### config.mk
export PLATFORM = sky130hd
export DESIGN_NAME = cpu7_exu_eclpipe
export DESIGN_NICKNAME = d
export VERILOG_FILES = /design/src/rtl/cpu7_exu_eclpipe_pkg.sv /design/src/rtl/cpu7_exu_eclhzd.sv /design/src/rtl/cpu7_exu_eclpipe.sv
export SDC_FILE = /design/constraint.sdc
export NUM_CORES = 1
export LEC_CHECK = 0
export CORE_UTILIZATION = 49
export DETAILED_ROUTE_END_ITERATION = 7
export PLACE_DENSITY = 0.8
export SLEW_MARGIN = 0
export SYNTH_ARGS = -nofsm -noshare
export SYNTH_HDL_FRONTEND = slang
export SYNTH_SLANG_ARGS = --single-unit
### constraint.sdc
create_clock -name clk -period 2.3 [get_ports clk]
set_clock_uncertainty 0.2 [all_clocks]
set_input_delay 0.46 -clock clk [delete_from_list [all_inputs] [get_ports clk]]
set_output_delay 0.46 -clock clk [all_outputs]
set_load 0.02 [all_outputs]
### src/rtl/cpu7_exu_eclpipe_pkg.sv
// Shared types for the cpu7 E/M/W register-tag pipeline: index width,
// load-wait FSM encoding and the per-stage tag records.
package cpu7_exu_eclpipe_pkg;

    localparam int REG_W = 5;

    typedef logic [REG_W-1:0] reg_idx_t;

    typedef enum logic {
        M_RUN    = 1'b0,
        M_LDWAIT = 1'b1
    } ldw_state_e;

    typedef struct packed {
        logic     valid;
        reg_idx_t rd;
        logic     wen;
        logic     load;
        reg_idx_t rs1;
        reg_idx_t rs2;
        logic     use1;
        logic     use2;
    } e_tag_t;

    typedef struct packed {
        logic     valid;
        reg_idx_t rd;
        logic     wen;
        logic     load;
    } m_tag_t;

    typedef struct packed {
        logic     valid;
        reg_idx_t rd;
        logic     wen;
    } w_tag_t;

endpackage

### src/rtl/cpu7_exu_eclhzd.sv
// Load-use comparator: flags an E-stage operand that needs the result of the
// load currently in M, which is not bypassable until it reaches W.
module cpu7_exu_eclhzd (
    input  logic       e_valid_i,
    input  logic [4:0] e_rs1_i,
    input  logic [4:0] e_rs2_i,
    input  logic       e_use1_i,
    input  logic       e_use2_i,
    input  logic       m_valid_i,
    input  logic [4:0] m_rd_i,
    input  logic       m_wen_i,
    input  logic       m_load_i,
    output logic       hz_o
);

    logic m_load_wr;
    logic src_match;

    // r0 is hardwired zero, so a load targeting it can never feed a consumer.
    assign m_load_wr = m_valid_i & m_load_i & m_wen_i & (m_rd_i != 5'd0);
    assign src_match = (e_use1_i & (e_rs1_i == m_rd_i))
                     | (e_use2_i & (e_rs2_i == m_rd_i));
    assign hz_o      = e_valid_i & m_load_wr & src_match;

endmodule

### src/rtl/cpu7_exu_eclpipe.sv
// Register-tag pipeline for the cpu7 execute unit: carries destination and
// source tags through E/M/W and generates load-use / load-wait stalls.
module cpu7_exu_eclpipe
    import cpu7_exu_eclpipe_pkg::*;
(
    input  logic       clk,
    input  logic       reset,
    input  logic       d_valid,
    input  logic [4:0] d_rd,
    input  logic       d_wen,
    input  logic       d_load,
    input  logic [4:0] d_rs1,
    input  logic [4:0] d_rs2,
    input  logic       d_rs1_use,
    input  logic       d_rs2_use,
    input  logic       e_busy,
    input  logic       flush_e,
    input  logic       lsu_data_vld,
    output logic [4:0] rs1_e,
    output logic [4:0] rs2_e,
    output logic [4:0] rd_m,
    output logic       wen_m,
    output logic [4:0] rd_w,
    output logic       wen_w,
    output logic       e_valid_o,
    output logic       stall_d
);

    e_tag_t     e_q, e_d;
    m_tag_t     m_q, m_d;
    w_tag_t     w_q, w_d;
    ldw_state_e state_q, state_d;

    logic ld_wait;
    logic hz;
    logic e_hold;

    cpu7_exu_eclhzd u_hzd (
        .e_valid_i (e_q.valid),
        .e_rs1_i   (e_q.rs1),
        .e_rs2_i   (e_q.rs2),
        .e_use1_i  (e_q.use1),
        .e_use2_i  (e_q.use2),
        .m_valid_i (m_q.valid),
        .m_rd_i    (m_q.rd),
        .m_wen_i   (m_q.wen),
        .m_load_i  (m_q.load),
        .hz_o      (hz)
    );

    assign e_hold  = e_busy | ld_wait | hz;
    assign stall_d = e_hold & ~flush_e;

    // NOTE: sequential state uses non-blocking assignments so every flop samples pre-edge values.
    always_ff @(posedge clk) begin
        if (reset) begin
            state_q <= M_RUN;
        end else begin
            state_q <= state_d;
        end
    end

    always_comb begin
        state_d = state_q;
        case (state_q)
            M_RUN:    if (m_q.valid && m_q.load && !lsu_data_vld) state_d = M_LDWAIT;
            M_LDWAIT: if (lsu_data_vld) state_d = M_RUN;
            default:  state_d = M_RUN;
        endcase
    end

    // In M_LDWAIT the load is known to be parked in M, so only the return matters.
    always_comb begin
        ld_wait = 1'b0;
        case (state_q)
            M_RUN:    ld_wait = m_q.valid & m_q.load & ~lsu_data_vld;
            M_LDWAIT: ld_wait = ~lsu_data_vld;
            default:  ld_wait = 1'b0;
        endcase
    end

    // NOTE: every always_comb output gets a default first so no path can infer a latch.
    always_comb begin
        w_d = w_q;
        m_d = m_q;
        e_d = e_q;

        if (ld_wait) begin
            w_d = '0;
        end else begin
            w_d = '{valid: m_q.valid, rd: m_q.rd, wen: m_q.wen};
        end

        // A flushed E instruction is killed, so it leaves a bubble rather than advancing.
        if (!ld_wait) begin
            if (e_hold || flush_e) begin
                m_d = '0;
            end else begin
                m_d = '{valid: e_q.valid, rd: e_q.rd, wen: e_q.wen, load: e_q.load};
            end
        end

        if (flush_e) begin
            e_d = '0;
        end else if (!e_hold) begin
            e_d = '{valid: d_valid, rd: d_rd, wen: d_wen, load: d_load,
                    rs1: d_rs1, rs2: d_rs2, use1: d_rs1_use, use2: d_rs2_use};
        end
    end

    always_ff @(posedge clk) begin
        if (reset) begin
            e_q <= '0;
            m_q <= '0;
            w_q <= '0;
        end else begin
            e_q <= e_d;
            m_q <= m_d;
            w_q <= w_d;
        end
    end

    assign rs1_e     = e_q.rs1;
    assign rs2_e     = e_q.rs2;
    assign e_valid_o = e_q.valid;
    assign rd_m      = m_q.rd;
    assign wen_m     = m_q.valid & m_q.wen & ~m_q.load;
    assign rd_w      = w_q.rd;
    assign wen_w     = w_q.valid & w_q.wen;

endmodule

==> metrics.log <==
INFO  metric class_of_the_tightest_hold_or_removal_check = reg2reg
INFO  metric mostFrequentLayoutCells = clkdlybuf4s50_1 (47), dfxtp_1 (33), buf_4 (25)
INFO  metric critical_path_required = 1.64 ns
INFO  metric placed_cell_area = 2510 µm²
INFO  metric remaining_drc_errors = 0
INFO  metric combinationalPowerShare = 17.1%
INFO  metric antenna_cells_inserted = 0
INFO  metric post_cts.resized_instances = 8
INFO  metric post_drt_wl_per_cell = 13.5 µm
INFO  metric nFillCells = 316
INFO  metric coreArea = 3740 µm²
INFO  metric postSynthCellCount = 235
INFO  metric grt_pass1_vias = 1,732
INFO  metric multi_input_comb_area = 1030 µm²
INFO  metric vdd.ir_drop.worst = 0.000299 V
INFO  metric proportion_of_register_bits_with_asynchronous_set_or_reset_after_synthesis = 0%
INFO  metric floorplan.io_pins = 49
INFO  metric cts.repair_timing.setup_buffer_count = 0
INFO  metric cts_clock_pin_slew_for_the_worst_setup_and_hold_paths = 0.07 ns
INFO  metric endpoint_kind = output pin
INFO  metric final.min_clock_period = 2.18 ns
INFO  metric syn_area = 1970 µm²
INFO  metric timing_worst_slew_pin_value = 0.521 ns
INFO  metric setup.worst_path.start_class = flop
INFO  metric routabilityCongestion = 0.736
INFO  metric power.leakage = 0.999 nW
INFO  metric floorplan.die_area = 4270 µm²
INFO  metric run_status = completed
INFO  metric cts.root.buffer_cell = clkbuf_8
INFO  metric max_cap_viol_count = 0
INFO  metric power.switching_fraction = 24.5%
INFO  metric power-per-cell-area = 582 nW/µm²
INFO  metric htree_num_levels = 2
INFO  metric via_per_inst = 5.73
INFO  metric dpl.hpwl = 3020 µm
INFO  metric core.rowCount = 22
INFO  metric max_slew_margin = 65.3%
INFO  metric synth_edf_count = 0
INFO  metric clock_latency = 0.30 ns
INFO  metric setup_violations = 0
INFO  metric critical_path.max_fanout = 4
INFO  metric die_x = 65.3 µm
INFO  metric drt_iter0_markers = 63
INFO  metric pin_count_of_the_biggest_net_entering_global_routing = 60
INFO  metric post-synth-top-area-cell = dfxtp_1
INFO  metric nets_in_the_synthesized_netlist = 260
INFO  metric ys_types = 26
INFO  metric detail_route.wirelength = 4460 µm
INFO  metric mean_area_per_synthesized_cell = 8.36 µm²
INFO  metric ys_dominant_reg_cell = dfxtp_1
INFO  metric final_clock_period_utilization_by_the_worst_path = 94.6%
INFO  metric grt.overflow.total = 0
INFO  metric initial_utilization = 52.5%
INFO  metric floorplan.die.height = 65.3 µm
INFO  metric holdBufCountCts = 0
INFO  metric ys_seq_elements = 36
INFO  metric cts.sink_count = 36
INFO  metric grt_antenna_before_repair = 0
INFO  metric layout.nets = 307
INFO  metric timing.critical_path.arrival = 1.52 ns
INFO  metric rsz0062_at_grt = no
INFO  metric area_growth_syn_to_layout = 34.7%
INFO  metric totalPowerFinal = 0.00154 W
INFO  metric ys_seq_area_share = 36.7%
INFO  metric via_count = 1,898
INFO  metric global_route.usage.total = 24.1%
INFO  metric mostFrequentLayoutCell = clkdlybuf4s50_1
INFO  metric seq_power_share = 43.4%
INFO  metric final_instance_area = 2650 µm²
INFO  metric yosysWarnings = 0
INFO  metric first_pass_iters = 4
INFO  metric drive_gt1_share = 18.4%
INFO  metric report.final.slew_viol_count = 0
INFO  metric synth.area.top_cells = dfxtp_1 (37%), nand4_1 (6.4%), a31oi_1 (6.0%)
INFO  metric share_clk_of_total_power = 39.5%
INFO  metric cell_internal_pwr = 0.00116 W
INFO  metric finalHoldViolations = 0
INFO  metric crit_type = reg2out
INFO  metric tritoncts = done
INFO  metric fmax = 459 MHz
INFO  metric seqCellArea = 724 µm²
INFO  metric postRouteAntennaNets = 0
INFO  metric yosys.area.top_type_share = 36.7%
INFO  metric place.port_buffers = 48
INFO  metric wire_length_of_the_first_global_routing_pass = 7910 µm
INFO  metric cts_inserted_buffers = 5
INFO  metric clock_tree.buffer_depth = 2
INFO  metric netSwitchingPower = 0.000377 W
==> layer usage <==
metal,GRT usage [%],vias to the layer above,share of wire (%)
li1,-,943,-
met5,0,-,0
met1,29.8,884,44
met3,6.08,8,5.3
met4,10.6,0,2.2
met2,39.4,63,48
==> worst paths after layout <==
check	start	to	slack [ns]	cells past startpoint
setup reg to reg	rd_m[4]	rd_m[4]	0.28	7
hold / removal	e_q[16]	e_q[16]	0.30	2
setup / recovery	rd_m[4]	stall_d	0.12	6
hold reg to reg	e_q[16]	e_q[16]	0.30	2
==> cell families after synthesis <==
kind of cell,Yosys count,synth area share [%]
and+or+nand+nor,119,32.7
xor gates and xnor gates,10,4.46
DFF,36,36.7
buffers and inverters,35,11.9
muxes,1,0.509
AOI/OAI and AO/OA,34,13.8
==> flip-flops by register name, summed over array words and instances (netlist names) <==
register   cells
state_q        1
e_valid_o      1
e_q            9
w_q            2
rd_w           5
m_q            3
rs2_e          5
rs1_e          5
rd_m           5
==> cells in the mapped netlist, types with 8 or more instances <==
library cell / instances
dfxtp_1: 36
buf_2: 10
a31oi_1: 19
or3_1: 19
nand2_1: 22
nor3_1: 20
nand4_1: 20
nand3_1: 19
a22o_1: 8
buf_4: 15
xnor2_1: 10
and2_1: 8
==> metrics by stage <==
| stage | TNS [ns] | hold slack (ns) | cells | setup slack, ns | util, % |
|---|---|---|---|---|---|
| 2_1_floorplan | 0 | 0.264 | 235 | 0.0485 | - |
| 3_5_place_dp | -0.258 | 0.290 | 323 | -0.251 | 67.2 |
| 3_3_place_gp | -0.246 | 0.276 | 323 | -0.246 | 67.2 |
| 6_report | 0 | 0.297 | 331 | 0.124 | 70.7 |
| 4_1_cts | 0 | 0.304 | 331 | 0.0889 | 70.7 |
| 5_1_grt | 0 | 0.314 | 331 | 0.0326 | 70.7 |
==> power groups by stage <==
stage	Clock [W]	Sequential (W)	Combinational (W)
floorplan	0	0.000683	0.000165
global placement	0	0.000681	0.000258
detailed placement	0	0.000682	0.000262
CTS	0.000626	0.000669	0.000263
global route	0.000647	0.000671	0.000288
finish	0.000609	0.000669	0.000263
==> area by class of cell <==
cell class / instances / area share, %
multi-input cells: 164 / 39.0
flip-flops and latches: 36 / 27.4
repair buffers: 75 / 26.6
clock buffers: 7 / 3.64
well taps: 48 / 2.27
clock inverters: 1 / 1.13
==> critical path, stage by stage, from the launching register on <==
cell,delay [ns]
dfxtp_2,0.35
xnor2_1,0.19
nand4_2,0.15
o22ai_4,0.19
a21oi_1,0.08
nor2_1,0.10
buf_2,0.18
(Power assumes the default switching activity.)
